### config.mk
export PLATFORM = sky130hd
export DESIGN_NAME = usb_tx_packetizer
export DESIGN_NICKNAME = d
export VERILOG_FILES = /design/src/rtl/usb_tx_pkg.sv /design/src/rtl/usb_crc16_byte.sv /design/src/rtl/usb_tx_packetizer.sv
export SDC_FILE = /design/constraint.sdc
export NUM_CORES = 1
export LEC_CHECK = 0
export CAP_MARGIN = 20
export CORE_UTILIZATION = 45
export CTS_BUF_LIST = sky130_fd_sc_hd__clkbuf_2
export DETAILED_ROUTE_END_ITERATION = 12
export GPL_ROUTABILITY_DRIVEN = 0
export PLACE_DENSITY = 0.82
export SLEW_MARGIN = 40
export SYNTH_ARGS = -nofsm -noshare
export SYNTH_HDL_FRONTEND = slang
export SYNTH_SLANG_ARGS = --single-unit
### constraint.sdc
create_clock -name clk -period 1.8 [get_ports clk]
set_input_delay 0.36 -clock clk [delete_from_list [all_inputs] [get_ports clk]]
set_output_delay 0.36 -clock clk [all_outputs]
set_load 0.03 [all_outputs]
### src/rtl/usb_tx_pkg.sv
// Shared types and constants for the USB transmit packetizer.
// The CRC1/CRC2 states are only reachable when USB_TX_CRC_EN is defined.
package usb_tx_pkg;

  typedef enum logic [1:0] {
    IDLE = 2'd0,
    DATA = 2'd1,
    CRC1 = 2'd2,
    CRC2 = 2'd3
  } state_t;

  localparam logic [15:0] CRC16_POLY_R = 16'hA001;
  localparam logic [15:0] CRC16_INIT   = 16'hFFFF;
  localparam logic [15:0] CRC16_XOROUT = 16'hFFFF;

  localparam int PKT_LEN_W = 10;

endpackage

### src/rtl/usb_crc16_byte.sv
// Combinational CRC16-USB step: folds one byte, LSB first, into the running
// reflected CRC register.
module usb_crc16_byte
  import usb_tx_pkg::*;
(
  input  logic [15:0] crc_in,
  input  logic [7:0]  data,
  output logic [15:0] crc_out
);

  logic [15:0] crc_acc;

  always_comb begin
    crc_acc = crc_in;
    for (int i = 0; i < 8; i++) begin
      if (crc_acc[0] ^ data[i]) crc_acc = (crc_acc >> 1) ^ CRC16_POLY_R;
      else                      crc_acc = crc_acc >> 1;
    end
    crc_out = crc_acc;
  end

endmodule

### src/rtl/usb_tx_packetizer.sv
// Byte-stream packetizer with registered valid/ready output and beat history.
// Define USB_TX_CRC_EN to append the CRC16-USB residue as two trailing bytes.
module usb_tx_packetizer
  import usb_tx_pkg::*;
#(
  parameter int DATA_W     = 8,
  parameter int MAX_BYTES  = 64,
  parameter int HIST_DEPTH = 10
) (
  input  logic                 clk,
  input  logic                 reset,
  input  logic                 send_data,
  input  logic [DATA_W-1:0]    in_data,
  input  logic                 in_valid,
  input  logic                 in_last,
  output logic                 in_ready,
  output logic [DATA_W-1:0]    tx_data,
  output logic                 tx_valid,
  output logic                 tx_last,
  input  logic                 tx_ready,
  output logic                 len_err,
  output logic [PKT_LEN_W-1:0] pkt_len,
  output logic [HIST_DEPTH-1:0] buff
);

  state_t                state_reg, state_next;
  logic [DATA_W-1:0]     tx_data_reg, tx_data_next;
  logic                  tx_valid_reg, tx_valid_next;
  logic                  tx_last_reg, tx_last_next;
  logic                  len_err_reg, len_err_next;
  logic [PKT_LEN_W-1:0]  pkt_len_reg, pkt_len_next;
  logic [HIST_DEPTH-1:0] buff_reg;
  logic                  out_free, accept, end_pkt;

`ifdef USB_TX_CRC_EN
  logic [15:0] crc_reg, crc_next, crc_upd;

  usb_crc16_byte u_crc (
    .crc_in  (crc_reg),
    .data    (in_data),
    .crc_out (crc_upd)
  );

  always_ff @(posedge clk or negedge reset) begin
    if (!reset) crc_reg <= CRC16_INIT;
    else        crc_reg <= crc_next;
  end
`endif

  // in_ready must not depend on in_valid, so it is built from state and the output slot only
  assign out_free = !tx_valid_reg || tx_ready;
  assign in_ready = (state_reg == DATA) && out_free;
  assign accept   = in_valid && in_ready;
  assign end_pkt  = in_last || (pkt_len_reg == PKT_LEN_W'(MAX_BYTES - 1));

  always_comb begin
    state_next    = state_reg;
    tx_data_next  = tx_data_reg;
    tx_valid_next = tx_valid_reg && !tx_ready;
    tx_last_next  = tx_last_reg;
    pkt_len_next  = pkt_len_reg;
    len_err_next  = 1'b0;
`ifdef USB_TX_CRC_EN
    crc_next      = crc_reg;
`endif
    case (state_reg)
      IDLE: begin
        if (send_data && out_free) begin
          state_next   = DATA;
          pkt_len_next = '0;
`ifdef USB_TX_CRC_EN
          crc_next     = CRC16_INIT;
`endif
        end
      end
      DATA: begin
        if (accept) begin
          tx_data_next  = in_data;
          tx_valid_next = 1'b1;
          pkt_len_next  = pkt_len_reg + PKT_LEN_W'(1);
          len_err_next  = end_pkt && !in_last;
`ifdef USB_TX_CRC_EN
          tx_last_next  = 1'b0;
          crc_next      = crc_upd;
          if (end_pkt) state_next = CRC1;
`else
          tx_last_next  = end_pkt;
          if (end_pkt) state_next = IDLE;
`endif
        end
      end
`ifdef USB_TX_CRC_EN
      CRC1: begin
        if (out_free) begin
          tx_data_next  = crc_reg[7:0] ^ CRC16_XOROUT[7:0];
          tx_valid_next = 1'b1;
          tx_last_next  = 1'b0;
          state_next    = CRC2;
        end
      end
      CRC2: begin
        if (out_free) begin
          tx_data_next  = crc_reg[15:8] ^ CRC16_XOROUT[15:8];
          tx_valid_next = 1'b1;
          tx_last_next  = 1'b1;
          state_next    = IDLE;
        end
      end
`endif
      default: state_next = IDLE;
    endcase
  end

  always_ff @(posedge clk or negedge reset) begin
    if (!reset) begin
      state_reg    <= IDLE;
      tx_data_reg  <= '0;
      tx_valid_reg <= 1'b0;
      tx_last_reg  <= 1'b0;
      len_err_reg  <= 1'b0;
      pkt_len_reg  <= '0;
    end else begin
      state_reg    <= state_next;
      tx_data_reg  <= tx_data_next;
      tx_valid_reg <= tx_valid_next;
      tx_last_reg  <= tx_last_next;
      len_err_reg  <= len_err_next;
      pkt_len_reg  <= pkt_len_next;
    end
  end

  // buff[0] records this cycle's output handshake; older beats shift upward
  always_ff @(posedge clk or negedge reset) begin
    if (!reset) buff_reg[0] <= 1'b0;
    else        buff_reg[0] <= tx_valid_reg && tx_ready;
  end

  for (genvar gi = 1; gi < HIST_DEPTH; gi++) begin : g_hist
    always_ff @(posedge clk or negedge reset) begin
      if (!reset) buff_reg[gi] <= 1'b0;
      else        buff_reg[gi] <= buff_reg[gi-1];
    end
  end

  assign tx_data  = tx_data_reg;
  assign tx_valid = tx_valid_reg;
  assign tx_last  = tx_last_reg;
  assign len_err  = len_err_reg;
  assign pkt_len  = pkt_len_reg;
  assign buff     = buff_reg;

endmodule

* Yosys cells after proc, flatten, opt, wreduce, memory -nomap -nowiden *
Index checks and enable logic that the tools add are counted.
Widths: inputs -> output; s select.

word-level totals
  output and inout port bits = 32
  logic and storage cells = 49
  register bits after elaboration = 33

cells by class
  mux-type cells = 11
  $add $sub $neg = 1
  reductions and logical operators = 16
  equal/unequal tests = 5

operators by type and width
  operator               number
  $mux 10                2
  $pmux 10 s2            1
  $add 10x1->10 const B  1
  $eq 10x6->1 const B    1
  $logic_and 1x1->1      6
  $mux 2                 3
  $ne 2x2->1 const B     3
  $reduce_and 3->1       2
  $mux 1                 4
  $pmux 2 s2             1
  $logic_not 1->1        3
  $eq 2x1->1 const B     1
  $logic_not 2->1        1
  $logic_or 1x1->1       2
  $reduce_and 2->1       1
  $reduce_bool 2->1      1

* Longest topological paths before layout *
Gate-level depths: netlist (run 1).

  depth after elaboration = 6
  gate-level depth with buffers = 6

* Least setup slack after synthesis (run 1) *
No wires, ideal clock.

  path type = reg-to-reg
  start = reg pkt_len_reg[0] (netlist: pkt_len[0])
  end = reg pkt_len_reg[8] (netlist: pkt_len[8])
  arrival = 1.432 ns
  library setup time = 0.077 ns
  period minus slack after synthesis = 1.509 ns
  cell stages (with the launch flop) = 5
  data required time = 1.723 ns
  setup slack = 0.291 ns
  cell sequence = dfrtp_1 -> ha_1 -> nand3_2 -> or3_1 -> a21oi_1

between the ends
  word-level cells in the longest chain between the ends = 3

ends and longest elaborated chain
  element                   RTL line                  RTL
  start: declaration        usb_tx_packetizer.sv:31   logic [PKT_LEN_W-1:0] pkt_len_reg, pkt_len_next;
  start signal: assignment  usb_tx_packetizer.sv:128  pkt_len_reg <= pkt_len_next;
  $add 10x1->10             usb_tx_packetizer.sv:80   pkt_len_next = pkt_len_reg + PKT_LEN_W'(1);
  $mux 10                   usb_tx_packetizer.sv:77   if (accept) begin
  $pmux 10 s2               usb_tx_packetizer.sv:66   case (state_reg)

Every way passes these cells. The select of a mux whose other input is x is not followed.
A chain may end at the register's enable or synchronous reset.

* Worst setup path in the final report (run 1) *
  start = in tx_ready
  end = out in_ready

between the ends
  word-level cells in the longest chain between the ends = 2

ends and longest elaborated chain
  element             RTL line                 RTL
  start: declaration  usb_tx_packetizer.sv:20  input logic tx_ready,
  $logic_or 1x1->1    usb_tx_packetizer.sv:51  assign out_free = !tx_valid_reg || tx_ready;
  $logic_and 1x1->1   usb_tx_packetizer.sv:52  assign in_ready = (state_reg == DATA) && out_free;
  end: declaration    usb_tx_packetizer.sv:16  output logic in_ready,

Every way passes these cells.

==> metrics.md, run 1 <==
| Metric | Value |
|---|---|
| Dominant cells by area after synthesis | dfrtp_1 (64%), nand2_1 (9.0%), nand3_1 (2.4%), o211ai_1 (1.8%), o31ai_1 (1.8%) |
| Fin Setup TNS | 0 ns |
| Sw Share | 0.428 |
| Die area | 2980 µm² |
| Drt wl/cell | 13.7 µm |
| Total power | 2.47 mW |
| WHS | 0.373 ns |
| CP peak stage delay | 0.48 ns |
| TritonCTS Buffers | 5 |
| Fmax | 594 MHz |
| Psw | 1.06 mW |
| Placed Cells | 190 |
| Total gr overflow | 0 |
| First-pass GRT wire length | 4.41 mm |
| Clk buf depth | 2 |
| Yosys top cell area share | 0.643 |
| Post-Synth Adder-Cell Area | 0.0100 |
| Die W | 54.6 µm |
| Mapped Area | 1250 µm² |
| Startpoint types | primary input |
| Simple-Gate Fraction of Synth Area | 0.232 |
| DRT Pass-1 Iters | 4 |
| Syn Inst Count | 111 |
| Initial antenna violation count | 0 |
| Die height | 54.6 µm |
| I/O Pins | 46 |
| Slowest stage cell on the critical path | clkdlybuf4s50_1 |
| Initial Util | 0.490 |
| Synth warn | 0 |
| Synth Register Bits | 32 |
| Final Max Tran Viols | 0 |
| Remaining DRCs | 0 |
| Largest net degree at the start of global routing | 33 |
| Clock power share | 0.130 |
| Crit. End Element | output port |
| Clock skew | 0.0207 ns |
| Unrepaired setup endpoints after global routing | false |
| CTS tree | built |
| Setup bufs post-CTS | 0 |
| CTS Root Cell | clkbuf_2 |
| Synth cell types | 29 |
| Total track usage | 0.219 |
| Power Density | 1350 nW/µm² |
| Main combinational cell family by area after synthesis | simple AND/OR/NAND/NOR gates |
| N_diodes | 0 |
| Setup Viol. Count Final | 0 |
| Worst vdd ir | 1.19 mV |
| Synth Area in Compound Gates | 0.0894 |
| Placement Setup Slack | -0.161 ns |
| DRT Wirelength | 2.71 mm |
| Post-Synthesis Mean Instance Area | 11.2 µm² |
| Fin crit period | 1.68 ns |
| Int Power | 1.41 mW |
| Critical-path maximum fanout | 10 |
| Worst Hold Class | primary input to asynchronous set/reset pin |
| Seq pwr share | 0.427 |
| CP Class | primary input to output port |
| Routed Antenna Nets | 0 |
| Clk Latency, worst-skew pair | 0.37 ns |
| Worst Max-Slew Pin Slew | 0.390 ns |
| CP required | 1.44 ns |
| MaxCap Viol Count | 0 |
| Logic gate share of total power | 0.443 |
| Area growth syn-to-layout | 46.7% |
| CORE AREA | 2540 µm² |
| Final worst slack | 0.115 ns |
| Fin crit share | 0.936 |
| P_leak | 1.08 nW |
| Mux share of post-synthesis cell area | 0 |
| Share of cells above drive strength 1 | 0.137 |
| Run status | finished, final reports clean |
| Syn_nets | 126 |
| CTS clock-pin slew for the worst setup and hold paths | 0.17 ns |
| Vias in the first global route | 980 |
| Clk sink count | 32 |
| Seq/Total Area, Yosys | 0.643 |
| Final #Nets | 182 |
| H-tree depth | 2 |
| Synth Area in XOR/XNOR | 0.00703 |
| Post-Layout Cell Count | 198 |
| Detail Placement HPWL | 2.01 mm |
| PortBufs | 45 |
| Hold Fails Final Rpt | 0 |
| Yosys top cell by area | dfrtp_1 |
| Data arrival, critical path | 1.32 ns |
| First DRT Iteration DRCs | 10 |
| Crit-path cells | clkdlybuf4s50_1 > nand2b_4 > and2_1 > buf_4 |
| Vias | 1047 |
| Vias per std cell | 5.29 |
| Relative max-transition margin | 0.740 |
| Row Count | 18 |
==> kinds of logic (layout without fill, tap and decap cells) <==
kind of cell | Yosys count | count (layout)
flip-flops | 32 | 32
adder cells (fa/ha/maj) | 1 | 1
AO/OA/AOI/OAI | 17 | 17
buffers and inverters | 5 | 62
AND/OR/NAND/NOR | 55 | 55
XOR/XNOR | 1 | 1
==> critical path, delay by kind of cell <==
kind	cells	cell delay (ns)
buffers and inverters	2	0.63
AND/OR/NAND/NOR	2	0.33
==> routing by layer <==
metal / track usage / wire [µm] / up-vias / share of wire
met5: 0 / 0 / - / 0
met4: 0.0684 / 29 / 0 / 0.011
met3: 0.103 / 214 / 4 / 0.079
met2: 0.351 / 1320 / 39 / 0.49
met1: 0.259 / 1140 / 509 / 0.42
li1: - / - / 495 / -
==> synthesized netlist by cell type (all sizes together) <==
library cell   n
a21oi          4
a31o           1
and2           5
and3b          1
and4           1
buf            2
clkbuf         1
dfrtp         32
ha             1
inv            2
nand2         30
nand2b         1
nand3          8
nand3b         1
nand4          2
nor2           3
nor4           1
o211ai         3
o21ai          4
o311ai         1
o31ai          3
o41ai          1
or3            2
xor2           1
==> worst paths after layout <==
kind | to | from | depth (start not counted) | slack, ns
min | pkt_len[8] | reset | 2 | 0.37
max reg2reg | pkt_len[4] | pkt_len[0] | 5 | 0.37
max in group asynchronous | tx_data[1] | reset | 2 | 1.13
min reg2reg | buff[7] | buff[6] | 0 | 0.39
min in group clk | buff[7] | buff[6] | 0 | 0.39
max | in_ready | tx_ready | 4 | 0.12
==> through the flow <==
stage / utilization / area (µm²)
2_1_floorplan: - / 1250
3_3_place_gp: 0.695 / 1770
3_5_place_dp: 0.695 / 1770
4_1_cts: 0.703 / 1790
5_1_grt: 0.718 / 1830
6_report: 0.718 / 1830
==> cell usage in the layout (no fill, tap or decap), drive strengths merged <==
master | netlist | routed
nand3b | 1 | 1
or3 | 2 | 2
o31ai | 3 | 3
o311ai | 1 | 1
a21oi | 4 | 4
ha | 1 | 1
buf | 2 | 8
a31o | 1 | 1
dlygate4sd2 | 0 | 17
and4 | 1 | 1
clkbuf | 1 | 5
clkdlybuf4s50 | 0 | 13
dfrtp | 32 | 32
clkinv | 0 | 3
nand4 | 2 | 2
xor2 | 1 | 1
nand2b | 1 | 1
nand3 | 8 | 8
o211ai | 3 | 3
dlymetal6s2s | 0 | 14
o21ai | 4 | 4
nor4 | 1 | 1
inv | 2 | 2
nor2 | 3 | 3
and2 | 5 | 5
and3b | 1 | 1
o41ai | 1 | 1
nand2 | 30 | 30
==> area by class of cell <==
type	instances	area, µm²
Clock inverter	3	13.8
Multi-Input combinational cell	74	429
Timing Repair Buffer	52	514
Clock buffer	5	25.0
Sequential cell	32	801
Inverter	2	7.51
Tap cell	30	37.5
Fill cell	208	717
==> power groups by stage <==
stage | logic [mW] | clock network, mW | registers, mW
2_1_floorplan | 0.296 | 0 | 1.41
3_3_place_gp | 1.16 | 0 | 1.06
3_5_place_dp | 1.17 | 0 | 1.07
4_1_cts | 1.12 | 0.335 | 1.06
5_1_grt | 1.18 | 0.375 | 1.08
6_report | 1.09 | 0.320 | 1.05
==> repair_timing <==
item                                    4_1_cts  5_1_grt
hold buffers                                  0        0
resized for setup                            18       15
endpoints found under the setup margin       18       15
cloned                                        0        0
(Power assumes the default switching activity.)
==> run 2, diff against run 1 <==
- CTS_CLUSTER_SIZE: not set -> 28
==> results of run 2 <==
Final layout, timing and power as in run 1 (identical DEF).
==> run 3, diff against run 2 <==
- CTS_CLUSTER_SIZE: 28 -> not set
- HOLD_SLACK_MARGIN: not set -> 0.02
- RECOVER_POWER: not set -> 50
==> run 3 against run 2 <==
Total power is 0.58% lower. Maximum frequency is 0.31% lower. Hold slack better by 0.017 ns. Final cell count stayed put. Sequential cell count stayed put. First-iteration DRC count is 10% lower. Count of clock-buffer cells in the layout stayed put. Critical path depth stayed put. Register-to-register slack worse by 0.10 ns. Wire length is 0.11% higher. Final area is 0.48% lower. Critical path type unchanged.
==> metrics.md, run 3 (synthesized netlist as in run 1, its figures left out) <==
| Metric | Value |
|---|---|
| Run status | finished, final reports clean |
| Fin crit period | 1.69 ns |
| CP required | 1.44 ns |
| M2 GR Usage | 0.351 |
| Worst reg2reg setup slack | 0.27 ns |
| DRT Pass-1 Iters | 4 |
| Vias | 1051 |
| Placed instance area | 1770 µm² |
| Vias in the first global route | 980 |
| Setup Viol. Count Final | 0 |
| Psw | 1.06 mW |
| Die W | 54.6 µm |
| Total track usage | 0.219 |
| TritonCTS Buffers | 5 |
| CP Class | primary input to output port |
| Detail Placement HPWL | 2.01 mm |
| Relative max-transition margin | 0.493 |
| Sw Share | 0.430 |
| Seq pwr share | 0.430 |
| Critical-path maximum fanout | 10 |
| Area growth syn-to-layout | 46.0% |
| Die area | 2980 µm² |
| Worst vdd ir | 1.19 mV |
| Power Density | 1350 nW/µm² |
| Total power | 2.45 mW |
| CTS Root Cell | clkbuf_2 |
| Routed Antenna Nets | 0 |
| R2r worst-path depth | 4 |
| Fmax | 592 MHz |
| Clk sink count | 32 |
| Data arrival, critical path | 1.33 ns |
| Row Count | 18 |
| Total gr overflow | 0 |
| Clk buf depth | 2 |
| N_diodes | 0 |
| Utilization after layout | 0.715 |
| Share of cells above drive strength 1 | 0.125 |
| CTS tree | built |
| Clock skew | 0.0224 ns |
| H-tree depth | 2 |
| Clk Latency, worst-skew pair | 0.37 ns |
| Hold Crit Depth | 0 |
| Setup bufs post-CTS | 0 |
| Drt wl/cell | 13.7 µm |
| Initial antenna violation count | 0 |
| Largest net degree at the start of global routing | 33 |
| Logic gate share of total power | 0.440 |
| Met3 GRT Util | 0.103 |
| Worst Max-Slew Pin Slew | 0.760 ns |
| Int Power | 1.40 mW |
| WHS | 0.390 ns |
| Grt peak-use layer | met2 |
| Initial Util | 0.490 |
| Most frequent cells in the layout | dfrtp_1 (32), nand2_1 (30), dlygate4sd2_1 (17) |
| Clock power share | 0.130 |
| First-pass GRT wire length | 4.41 mm |
| PortBufs | 45 |
| I/O Pins | 46 |
| CTS clock-pin slew for the worst setup and hold paths | 0.14 ns |
| CORE AREA | 2540 µm² |
| Die height | 54.6 µm |
| Met1 Use GR | 0.259 |
| Hold Fails Final Rpt | 0 |
| Crit. End Element | output port |
| Fin crit share | 0.939 |
| Unrepaired setup endpoints after global routing | false |
| Vias per std cell | 5.31 |
| Fin area | 1820 µm² |
| P_leak | 1.07 nW |
| Startpoint types | primary input |
| DRT Wirelength | 2.71 mm |
| Remaining DRCs | 0 |
| Worst Hold Class | flop to flop |
| MaxCap Viol Count | 0 |
| Final Max Tran Viols | 0 |
| Commonest non-fill, non-tap cell in the layout | dfrtp_1 |
| Final #Nets | 182 |
| Fin Setup TNS | 0 ns |
| First DRT Iteration DRCs | 9 |
==> run 3: repair_timing <==
action / in CTS / in global routing
resized for setup: 18 / 15
setup endpoints to repair: 18 / 15
hold buffers: 0 / 0
==> run 3: per-stage QoR <==
stage	instances	setup WS (ns)
after floorplan	111	0.291
after global placement	190	-0.0907
after detailed placement	190	-0.161
after CTS	198	0.000996
after global routing	198	0.0367
final	198	0.110
==> run 3: final cells by class <==
cell class	instances	area, µm²
Clock buffer	5	25.0
Clock inverter	3	13.8
Fill cell	210	726
Inverter	2	7.51
Multi-Input combinational cell	74	427
Sequential cell	32	801
Tap cell	30	37.5
Timing Repair Buffer	52	508
==> run 3: layer usage <==
metal | vias up | part of all wire
li1 | 495 | -
met4 | 0 | 0.011
met2 | 37 | 0.50
met3 | 4 | 0.081
met1 | 515 | 0.41
met5 | - | 0
==> run 3: path summary, 6_finish.rpt <==
path                         endpoint          from
max                          in_ready      tx_ready
min reg2reg                   buff[7]       buff[6]
max reg2reg                pkt_len[7]  state_reg[0]
min                           buff[7]       buff[6]
min in group asynchronous  pkt_len[8]         reset
max in group asynchronous  tx_data[1]         reset
==> run 3: power groups by stage <==
stage / clock (mW) / combinational [mW] / sequential [mW]
2_1_floorplan: 0 / 0.296 / 1.41
3_5_place_dp: 0 / 1.17 / 1.07
6_report: 0.320 / 1.08 / 1.05
5_1_grt: 0.375 / 1.17 / 1.08
4_1_cts: 0.335 / 1.12 / 1.06
3_3_place_gp: 0 / 1.16 / 1.06
==> run 3: critical path, cell delays in order <==
cell and delay [ns]:
clkdlybuf4s50_1 0.48, nand2b_4 0.20, and2_1 0.14, buf_4 0.15
